**src/rtl/pkt_buf_pkg.sv**
```systemverilog
// Shared types and default widths for the packet-buffer read side.
// Latency: n/a (declarations only).
// Backpressure: n/a.
package pkt_buf_pkg;

    localparam int DEF_DATA_WIDTH      = 256;
    localparam int DEF_SUME_META_WIDTH = 128;
    localparam int DEF_ADDR_WIDTH      = 11;
    localparam int DEF_LEN_WIDTH       = 8;
    localparam int DEF_BRAM_LATENCY    = 1;
    localparam int DEF_FIFO_DEPTH      = 4;

    // Reader sequencing: wait for descriptor, issue reads, wait for tlast to leave.
    typedef enum logic [1:0] {
        IDLE  = 2'd0,
        READ  = 2'd1,
        DRAIN = 2'd2
    } rd_state_t;

    // Output FIFO entry at the default data width; the reader re-declares the
    // same layout at its parameterised width.
    typedef struct packed {
        logic [DEF_DATA_WIDTH-1:0] data;
        logic                      last;
    } fifo_entry_t;

endpackage

```
**src/rtl/pkt_buf_rd_fifo.sv**
```systemverilog
// Synchronous FIFO with a registered head (output) stage and an occupancy count.
// Latency: a write into an empty FIFO is visible on rd_vld/rd_dat the next cycle.
// Backpressure: head held stable while rd_vld && !rd_rdy; writer must never overfill.
module pkt_buf_rd_fifo #(
    parameter int WIDTH = 257,
    parameter int DEPTH = 4,
    parameter int CNT_W = $clog2(DEPTH + 1)
) (
    input  logic             clk,
    input  logic             resetn,
    input  logic             wr_vld,
    input  logic [WIDTH-1:0] wr_dat,
    output logic             rd_vld,
    input  logic             rd_rdy,
    output logic [WIDTH-1:0] rd_dat,
    output logic [CNT_W-1:0] count
);

    // The head register is one of the DEPTH slots; the ring holds the rest.
    localparam int RING = DEPTH - 1;
    localparam int PW   = (RING > 1) ? $clog2(RING) : 1;

    logic [WIDTH-1:0] ring_mem [RING];
    logic [PW-1:0]    wp;
    logic [PW-1:0]    rp;
    logic [CNT_W-1:0] ring_cnt;
    logic             load;
    logic             ring_rd;
    logic             ring_wr;
    logic             bypass;
    logic             ring_empty;
    logic             ring_full;

    function automatic logic [PW-1:0] ptr_inc(input logic [PW-1:0] p);
        return (p == PW'(RING - 1)) ? '0 : p + 1'b1;
    endfunction

    assign ring_empty = (ring_cnt == '0);
    assign ring_full  = (ring_cnt == CNT_W'(RING));
    assign load       = !rd_vld || rd_rdy;
    assign ring_rd    = load && !ring_empty;
    assign bypass     = load && ring_empty && wr_vld;
    assign ring_wr    = wr_vld && !bypass;
    assign count      = ring_cnt + CNT_W'(rd_vld);

    // Head register refill (from ring, or straight from the write port) and pointers.
    always_ff @(posedge clk or negedge resetn) begin
        if (!resetn) begin
            rd_vld   <= 1'b0;
            rd_dat   <= '0;
            wp       <= '0;
            rp       <= '0;
            ring_cnt <= '0;
        end else begin
            if (ring_rd) begin
                rd_vld <= 1'b1;
                rd_dat <= ring_mem[rp];
                rp     <= ptr_inc(rp);
            end else if (bypass) begin
                rd_vld <= 1'b1;
                rd_dat <= wr_dat;
            end else if (load) begin
                rd_vld <= 1'b0;
            end
            if (ring_wr) begin
                wp <= ptr_inc(wp);
            end
            ring_cnt <= ring_cnt + CNT_W'(ring_wr) - CNT_W'(ring_rd);
        end
    end

    // Ring storage needs no reset: pointers decide what is live.
    always_ff @(posedge clk) begin
        if (ring_wr) begin
            ring_mem[wp] <= wr_dat;
        end
    end

    // The reader's credit scheme must always leave a slot for every word in flight.
    assert property (@(posedge clk) disable iff (!resetn) !(ring_wr && ring_full && !ring_rd));

endmodule

```
**src/rtl/pkt_buf_reader.sv**
```systemverilog
// Packet buffer read side: descriptor in, BRAM port-B reads, AXI4-Stream packet out.
// Latency: accept at edge T -> first bram_enb cycle T+1 -> first tvalid cycle T+BRAM_LATENCY+2.
// Backpressure: credit-based; reads stop when FIFO plus in-flight words reach FIFO_DEPTH.
// Optional: define PKT_BUF_READER_STATS_EN for saturating stat_pkts/stat_beats counters.
module pkt_buf_reader
    import pkt_buf_pkg::*;
#(
    parameter int DATA_WIDTH      = DEF_DATA_WIDTH,
    parameter int SUME_META_WIDTH = DEF_SUME_META_WIDTH,
    parameter int KEEP_WIDTH      = DATA_WIDTH / 8,
    parameter int ADDR_WIDTH      = DEF_ADDR_WIDTH,
    parameter int LEN_WIDTH       = DEF_LEN_WIDTH,
    parameter int BRAM_LATENCY    = DEF_BRAM_LATENCY,  // 1..2
    parameter int FIFO_DEPTH      = DEF_FIFO_DEPTH     // >= BRAM_LATENCY + 2 for full rate
) (
    input  logic                       clk,
    input  logic                       resetn,
`ifdef PKT_BUF_READER_STATS_EN
    input  logic                       stat_clr,
    output logic [31:0]                stat_pkts,
    output logic [31:0]                stat_beats,
`endif
    input  logic                       desc_valid,
    output logic                       desc_ready,
    input  logic [ADDR_WIDTH-1:0]      desc_addr,
    input  logic [LEN_WIDTH-1:0]       desc_len,
    input  logic [KEEP_WIDTH-1:0]      desc_keep,
    input  logic [SUME_META_WIDTH-1:0] desc_tuser,
    output logic                       bram_enb,
    output logic [ADDR_WIDTH-1:0]      bram_addrb,
    input  logic [DATA_WIDTH-1:0]      bram_doutb,
    output logic [DATA_WIDTH-1:0]      m_axis_tdata,
    output logic [KEEP_WIDTH-1:0]      m_axis_tkeep,
    output logic [SUME_META_WIDTH-1:0] m_axis_tuser,
    output logic                       m_axis_tvalid,
    input  logic                       m_axis_tready,
    output logic                       m_axis_tlast,
    output logic                       desc_err
);

    localparam int CNT_W = $clog2(FIFO_DEPTH + 1);
    localparam logic [CNT_W:0] DEPTH_C = (CNT_W + 1)'(FIFO_DEPTH);

    typedef struct packed {
        logic [DATA_WIDTH-1:0] data;
        logic                  last;
    } rd_entry_t;

    rd_state_t                state;
    rd_state_t                state_nxt;
    logic [ADDR_WIDTH-1:0]    rd_ptr;
    logic [LEN_WIDTH-1:0]     issued;
    logic [LEN_WIDTH-1:0]     len_q;
    logic [KEEP_WIDTH-1:0]    keep_q;
    logic [SUME_META_WIDTH-1:0] tuser_q;
    logic [BRAM_LATENCY-1:0]  tag_vld;
    logic [BRAM_LATENCY-1:0]  tag_last;
    logic [CNT_W-1:0]         fifo_cnt;
    logic [CNT_W-1:0]         inflight;
    logic [CNT_W:0]           occ;
    logic                     has_credit;
    logic                     accept;
    logic                     last_issue;
    logic                     beat_hs;
    rd_entry_t                push_ent;
    rd_entry_t                head_ent;

    assign accept     = desc_valid && desc_ready;
    assign last_issue = (issued == len_q - 1'b1);
    assign occ        = {1'b0, fifo_cnt} + {1'b0, inflight};
    assign has_credit = (occ < DEPTH_C);
    assign bram_addrb = rd_ptr;
    assign beat_hs    = m_axis_tvalid && m_axis_tready;

    // Count words whose read is issued but whose data has not reached the FIFO yet.
    always_comb begin
        inflight = '0;
        for (int i = 0; i < BRAM_LATENCY; i++) begin
            inflight = inflight + CNT_W'(tag_vld[i]);
        end
    end

    // Next-state and read-enable decode.
    always_comb begin
        state_nxt = state;
        bram_enb  = 1'b0;
        unique case (state)
            IDLE: begin
                if (accept && desc_len != '0) state_nxt = READ;
            end
            READ: begin
                bram_enb = has_credit;
                if (has_credit && last_issue) state_nxt = DRAIN;
            end
            DRAIN: begin
                if (beat_hs && m_axis_tlast) state_nxt = IDLE;
            end
            default: state_nxt = IDLE;
        endcase
    end

    // State register.
    always_ff @(posedge clk or negedge resetn) begin
        if (!resetn) state <= IDLE;
        else         state <= state_nxt;
    end

    // Descriptor capture, read pointer / issue count, handshake outputs.
    always_ff @(posedge clk or negedge resetn) begin
        if (!resetn) begin
            desc_ready <= 1'b0;
            desc_err   <= 1'b0;
            rd_ptr     <= '0;
            issued     <= '0;
            len_q      <= '0;
            keep_q     <= '0;
            tuser_q    <= '0;
        end else begin
            desc_ready <= (state_nxt == IDLE);
            desc_err   <= accept && (desc_len == '0);
            if (accept && desc_len != '0) begin
                rd_ptr  <= desc_addr;
                issued  <= '0;
                len_q   <= desc_len;
                keep_q  <= desc_keep;
                tuser_q <= desc_tuser;
            end else if (bram_enb) begin
                rd_ptr <= rd_ptr + 1'b1;  // wraps naturally at 2**ADDR_WIDTH
                issued <= issued + 1'b1;
            end
        end
    end

    // Tag pipeline matching the BRAM read latency; exiting tag pushes doutb.
    always_ff @(posedge clk or negedge resetn) begin
        if (!resetn) begin
            tag_vld  <= '0;
            tag_last <= '0;
        end else begin
            tag_vld[0]  <= bram_enb;
            tag_last[0] <= bram_enb && last_issue;
            for (int i = 1; i < BRAM_LATENCY; i++) begin
                tag_vld[i]  <= tag_vld[i-1];
                tag_last[i] <= tag_last[i-1];
            end
        end
    end

    assign push_ent = '{data: bram_doutb, last: tag_last[BRAM_LATENCY-1]};

    pkt_buf_rd_fifo #(
        .WIDTH ($bits(rd_entry_t)),
        .DEPTH (FIFO_DEPTH),
        .CNT_W (CNT_W)
    ) u_fifo (
        .clk    (clk),
        .resetn (resetn),
        .wr_vld (tag_vld[BRAM_LATENCY-1]),
        .wr_dat (push_ent),
        .rd_vld (m_axis_tvalid),
        .rd_rdy (m_axis_tready),
        .rd_dat (head_ent),
        .count  (fifo_cnt)
    );

    // keep_q/tuser_q cannot change before the tlast beat leaves, so beats stay stable.
    assign m_axis_tdata = head_ent.data;
    assign m_axis_tlast = head_ent.last;
    assign m_axis_tkeep = !m_axis_tvalid ? '0 : (head_ent.last ? keep_q : '1);
    assign m_axis_tuser = tuser_q;

`ifdef PKT_BUF_READER_STATS_EN
    // Saturating packet/beat counters with synchronous clear.
    always_ff @(posedge clk or negedge resetn) begin
        if (!resetn) begin
            stat_pkts  <= '0;
            stat_beats <= '0;
        end else if (stat_clr) begin
            stat_pkts  <= '0;
            stat_beats <= '0;
        end else begin
            if (beat_hs && stat_beats != '1)                 stat_beats <= stat_beats + 1'b1;
            if (beat_hs && m_axis_tlast && stat_pkts != '1)  stat_pkts  <= stat_pkts + 1'b1;
        end
    end
`endif

endmodule

```
**config.mk**
```make
export PLATFORM = sky130hd
export DESIGN_NAME = pkt_buf_reader
export DESIGN_NICKNAME = d
export VERILOG_FILES = /design/src/rtl/pkt_buf_pkg.sv /design/src/rtl/pkt_buf_rd_fifo.sv /design/src/rtl/pkt_buf_reader.sv
export SDC_FILE = /design/constraint.sdc
export NUM_CORES = 2
export LEC_CHECK = 0
export ABC_AREA = 1
export CAP_MARGIN = 0
export CORE_AREA = 2 2 342 344
export CTS_BUF_LIST = sky130_fd_sc_hd__clkbuf_16
export DETAILED_ROUTE_END_ITERATION = 12
export DIE_AREA = 0 0 344 346
export HOLD_SLACK_MARGIN = 0.03
export PLACE_DENSITY = 0.66
export SYNTH_ARGS = -nofsm -noshare
export SYNTH_HDL_FRONTEND = slang
export SYNTH_SLANG_ARGS = --single-unit
```
**constraint.sdc**
```tcl
create_clock -name clk -period 63 [get_ports clk]
set_input_delay 15.75 -clock clk [delete_from_list [all_inputs] [get_ports clk]]
set_output_delay 15.75 -clock clk [all_outputs]
set_load 0.02 [all_outputs]
```
---- After elaboration in Yosys (flattened, before gate mapping) ----
Memories as Yosys holds them, arrays and structs flattened.
Cells that the tools add are included.
word-level totals
  RAM bits ................................ 771
  memories kept ........................... 1
  flip-flop bits (word level) ............. 458
  logic and storage cells ................. 74
  input bits .............................. 439
memories
  name             depth  bits a word  read ports  clocked after Yosys merged registers in  wr ports  line                   RTL
  u_fifo.ring_mem  3      257          1           0                                        1         pkt_buf_rd_fifo.sv:23  logic [WIDTH-1:0] ring_mem [RING];
operators by class
  mux-type cells .......................... 20
  reductions and logical operators ........ 23
  $lt $le $gt $ge ......................... 1
  $add $sub $neg .......................... 9
  equality and inequality tests ........... 5
operator list
  kind                   number
  $mux 257               2
  $mux 32                2
  $mux 11                2
  $mux 8                 2
  $add 11x1->11 const B  1
  $logic_and 1x1->1      11
  $mux 2                 5
  $add 8x1->8 const B    1
  $eq 8x8->1             1
  $logic_not 8->1        1
  $reduce_bool 8->1      1
  $sub 8x1->8 const B    1
  $add 3x1->3            2
  $eq 2x2->1 const B     3
  $mux 1                 6
  $pmux 2 s3             1
  $add 2x1->2 const B    2
  $add 3x1->4            1
  $logic_not 2->1        2
  $lt 4x3->1 const B     1
  $reduce_bool 2->1      2
  $logic_not 1->1        3
  $logic_not 3->1        1
  $reduce_bool 3->1      1
  other kinds (3)        3

---- Logic depth before layout (Yosys ltp) ----
  word-level depth ........................ 8
  mapped depth ............................ 13

---- Hierarchy ----
From an unflattened synthesis, not the netlist that was laid out.
unflattened totals
  cells, all modules ...................... 5361
  area, all modules ....................... 51451.8 µm²
by module, submodules not included
  module           cells an instance  area an instance (µm²)  seq. area each (µm²)  instances
  pkt_buf_rd_fifo  4379               43152.6                 29783.6               1
  pkt_buf_reader   982                8299.2                  4829.6                1

---- Worst setup path before layout ----
OpenSTA, ideal clock, no wires.
  path kind ............................... input to register
  from .................................... in m_axis_tready
  to ...................................... reg u_fifo.wp[0]
  library setup time ...................... 181 ps
  path slack .............................. 27963 ps
  cell stages on the path ................. 6
  arrival time ............................ 34856 ps
  path buffers ............................ 0
  cell sequence ........................... nor2_1 inv_1 nand2_1 nand2_1 nor3_1 o21bai_1
between the ends
  longest elaborated chain between the ends .. 5
RTL lines
  what                             line                   RTL
  from (decl)                      pkt_buf_reader.sv:36   input logic m_axis_tready,
  $logic_or 1x1->1                 pkt_buf_rd_fifo.sv:40  assign load = !rd_vld || rd_rdy;
  $logic_and 1x1->1 (2 in series)  pkt_buf_rd_fifo.sv:42  assign bypass = load && ring_empty && wr_vld;
  $logic_not 1->1                  pkt_buf_rd_fifo.sv:43  assign ring_wr = wr_vld && !bypass;
  $logic_and 1x1->1                pkt_buf_rd_fifo.sv:43
  to (signal assigned)             pkt_buf_rd_fifo.sv:66  wp <= ptr_inc(wp);
  to (decl)                        pkt_buf_rd_fifo.sv:24  logic [PW-1:0] wp;
No other way between the ends.
A chain may end at the register's enable or synchronous reset.

---- Worst setup path in the final report ----
  from .................................... in m_axis_tready
  to ...................................... mem u_fifo.ring_mem[0][160], enable pin
between the ends
  longest elaborated chain between the ends .. 7
RTL lines
  what                             line                   RTL
  $logic_or 1x1->1                 pkt_buf_rd_fifo.sv:40
  $logic_and 1x1->1 (2 in series)  pkt_buf_rd_fifo.sv:42
  $logic_not 1->1                  pkt_buf_rd_fifo.sv:43
  $logic_and 1x1->1                pkt_buf_rd_fifo.sv:43
  $mux 1                           pkt_buf_rd_fifo.sv:74  if (ring_wr) begin
  $mux 1 (not written as such)     pkt_buf_rd_fifo.sv:75  ring_mem[wp] <= wr_dat;
  to (decl)                        pkt_buf_rd_fifo.sv:23
No other way between the ends.

==> key figures <==
Floorplan
  – Count of boundary I/O pins: 871
  – Starting Density: 42.06%
  – # rows: 125
  – Die H: 346 microns
  – Die width: 344 microns
  – Core footprint: 115400 sq um
  – Die area: 119000 sq um

Timing
  – Post-route clock period utilization: 30.18%
  – Slew Viols, Final: 0
  – Relative slew slack: 19.71%
  – Least-Margin Pin Slew: 1.204 ns
  – Tmin final: 19.01 ns
  – Final hold vios: 0
  – Final setup TNS: 0 ns
  – Clock skew: 0.01734 ns
  – Hold slack: 0.4795 ns
  – F_max: 52.60 MHz
  – RSZ-0062 raised after global routing: false
  – Setup violators final: 0

Clock network
  – Clk buf depth: 3
  – CTS Buf Count: 132
  – PostCTS Resize Cnt: 0
  – Root Driver: clkbuf_16
  – Clock latency on the worst-skew pair: 0.74 ns
  – Clk pin slew, worst setup/hold paths: 0.06 ns
  – Clk sinks: 1229
  – Post-CTS setup buffer count: 0
  – CTS tree: yes
  – Hold buffers post-CTS: 0
  – H-tree Lvls: 4

Setup path
  – Worst endpoint required time: 63.34 ns
  – WP data arrival: 19.35 ns
  – CP top delay family: buffers and inverters
  – Worst R2R Start: u_fifo.rd_vld
  – CP Cell Sequence: clkdlybuf4s50_1 > nor2_1 > inv_1 > nand2_1 > nand2_1 > nor3_2 > buf_4 > buf_12 > buf_4
  – CP Launch Type: input pin
  – R2r setup slk: 58.61 ns
  – Crit Path Category: input pin to flop
  – Largest stage delay, worst path: 0.91 ns
  – Worst setup EP type: flop
  – Critical-path top delay cell: buf_4
  – Reg2reg end: u_fifo.ring_mem[0][160]
  – Crit path buf inv count: 5
  – Critical path fanouts, max: 153
  – Worst Reg-to-Reg Cells: 9
  – Worst setup path startpoint: m_axis_tready

GRT
  – Total grt overflow: 0
  – Total GRT Usage: 25.83%
  – Initial antenna violation count: 40
  – Largest net degree at the start of global routing: 180
  – Vias in the first global route: 34451
  – First-pass GRT wire length: 229600 microns

Logic synthesis
  – Main area contributors after synthesis: edfxtp_1, dfrtp_1, nand2_1
  – Syn avg cell area: 11.48 sq um
  – Dominant synthesized flop cell: edfxtp_1
  – Yosys cell types: 33
  – Syn Nets: 4676
  – Yosys top cell area share: 47.69%
  – Mapped cell area: 48550 sq um
  – Register bit total from synthesis: 1229
  – Register area share after synthesis: 71.30%
  – Synth area leader: edfxtp_1
  – Synth warnings: 0
  – Post-synth EDFFs: 771
  – Cells after Synth: 4229
  – Async SR Flop Fraction: 37.27%

Final layout
  – Layout cells sized above 1: 4.503%
  – Number of nets in the layout: 5446
  – Synthesis-to-finish area growth: 28.90%
  – Finished Layout Cells: 6658
  – Design Area, Final: 62580 sq um

Routing
  – Total number of vias: 35498
  – Routed wire length: 158300 microns
  – Final ANT Viol Nets: 0
  – Vias/cell: 5.332
  – Wire per inst: 23.78 microns
  – Initial DRC count: 2959
  – DRC viols: 0
  – Initial DRT Pass Iterations: 5

Placed design
  – RePlAce Congestion: 0.9139
  – PortBufs: 870
  – DP Cell Count: 6389
  – Dpl cell area: 58320 sq um
  – Dpl hpwl: 97000 microns

Worst hold path
  – HP Start: keep_q[27]
  – Hold Crit Class: flop to flop
  – Hold path endpoint: keep_q[27]
  – Hold path cells: 2

Pwr
  – Final Power: 0.003296 W
  – Power per standard cell area: 52.67 nW/um^2
  – Worst vdd ir: 0.03550 mV
  – Leakage: 24.31 nW

Outcome
  – Run status: finished, final reports clean

Job
  – Max-cap violations: 0
==> logic make-up (layout without fill, tap and decap cells) <==
logic type	count (synthesis)	in the layout	synth area share, %
AND/OR/NAND/NOR	1464	1464	11.82
AO/OA/AOI/OAI	943	943	11.46
other	0	26	0
buffers and inverters	572	1451	4.964
adder cells (fa/ha/maj)	8	8	0.2216
XOR/XNOR	13	13	0.2345
flip-flops	1229	1229	71.30
==> synth_stat cells (2+ instances only) <==
library cell and count:
o22ai_1 5, buf_1 3, a211oi_1 2, edfxtp_1 771, nor3_1 8, nand4_1 4
nand2_1 1071, o21ai_1 241, o21ai_0 421, xnor2_1 3, o211ai_1 134, inv_2 6
a21oi_1 9, dfrtp_1 458, inv_1 293, nor4_1 2, xor2_1 10, a311oi_1 128
nor2_1 221, buf_2 75, clkbuf_1 164, ha_1 7, o21bai_1 2, nand3_1 153
buf_6 14, buf_4 17
==> worst reg2reg max path: cells and delay by family (launching register included) <==
family | cells | cell delay, ns
and+or+nand+nor | 4 | 0.67
DFF | 1 | 0.41
buffers and inverters | 5 | 2.85
==> where the power goes <==
group | switching (W) | internal, W | total [W]
clock network | 0.000327 | 0.000426 | 0.000753
logic | 0.000816 | 0.000457 | 0.00127
registers | 0.000144 | 0.00113 | 0.00127
==> flip-flops by register name, indices dropped and copies added (netlist names) <==
register,cells
keep_q,32
tag_last,1
len_q,8
state,2
u_fifo.wp,2
desc_ready,1
u_fifo.rd_vld,1
u_fifo.rp,2
u_fifo.ring_cnt,3
issued,8
u_fifo.rd_dat,257
m_axis_tuser,128
bram_addrb,11
tag_vld,1
u_fifo.ring_mem,771
desc_err,1
==> area by class of cell <==
type / instances / area [sq um]
Antenna cell: 26 / 65.06
Clock buffer: 135 / 3378
Clock inverter: 108 / 809.5
Fill cell: 9816 / 52850
Inverter: 299 / 1142
Multi-Input combinational cell: 2428 / 11560
Sequential cell: 1229 / 34620
Tap cell: 1524 / 1907
Timing Repair Buffer: 909 / 9094
==> worst max-delay path by stage <==
stage	cells after the start	slack (ns)	endpoint
floorplan	6	27.96	u_fifo.wp[0]
global placement	9	43.21	u_fifo.ring_mem[0][155]
detailed placement	9	43.26	u_fifo.ring_mem[0][155]
CTS	9	44.04	u_fifo.ring_mem[1][132]
global route	9	43.81	u_fifo.ring_mem[0][160]
finish	9	43.99	u_fifo.ring_mem[0][160]
==> metrics by stage <==
stage	worst slack (ns)	util (%)
6_report	43.99	54.22
5_1_grt	43.81	54.20
4_1_cts	44.04	54.16
3_5_place_dp	43.26	50.53
3_3_place_gp	43.21	50.53
2_1_floorplan	27.96	-
==> placed cells by master, fill, tap and decap left out, drive strengths merged, types with 2 or more instances in the layout <==
cell type,synthesis,final
a211oi,2,2
a21oi,9,9
a311oi,128,128
buf,109,40
bufinv,0,8
clkbuf,164,135
clkdlybuf4s50,0,869
clkinv,0,45
dfrtp,458,458
diode,0,26
edfxtp,771,771
ha,7,7
inv,299,353
nand2,1071,1071
nand3,153,153
nand4,4,4
nor2,223,223
nor3,9,9
nor4,2,2
o211ai,134,134
o21ai,663,663
o21bai,2,2
o22ai,5,5
xnor2,3,3
xor2,10,10
==> routing by layer <==
metal,track usage [%],vias to the layer above,share of wire [%]
li1,-,16228,-
met1,31.41,17588,38
met2,42.68,1347,49
met3,6.643,301,7.9
met4,12.54,34,4.6
met5,0,-,0.14
No activity file was read; power rests on OpenSTA's default activity.
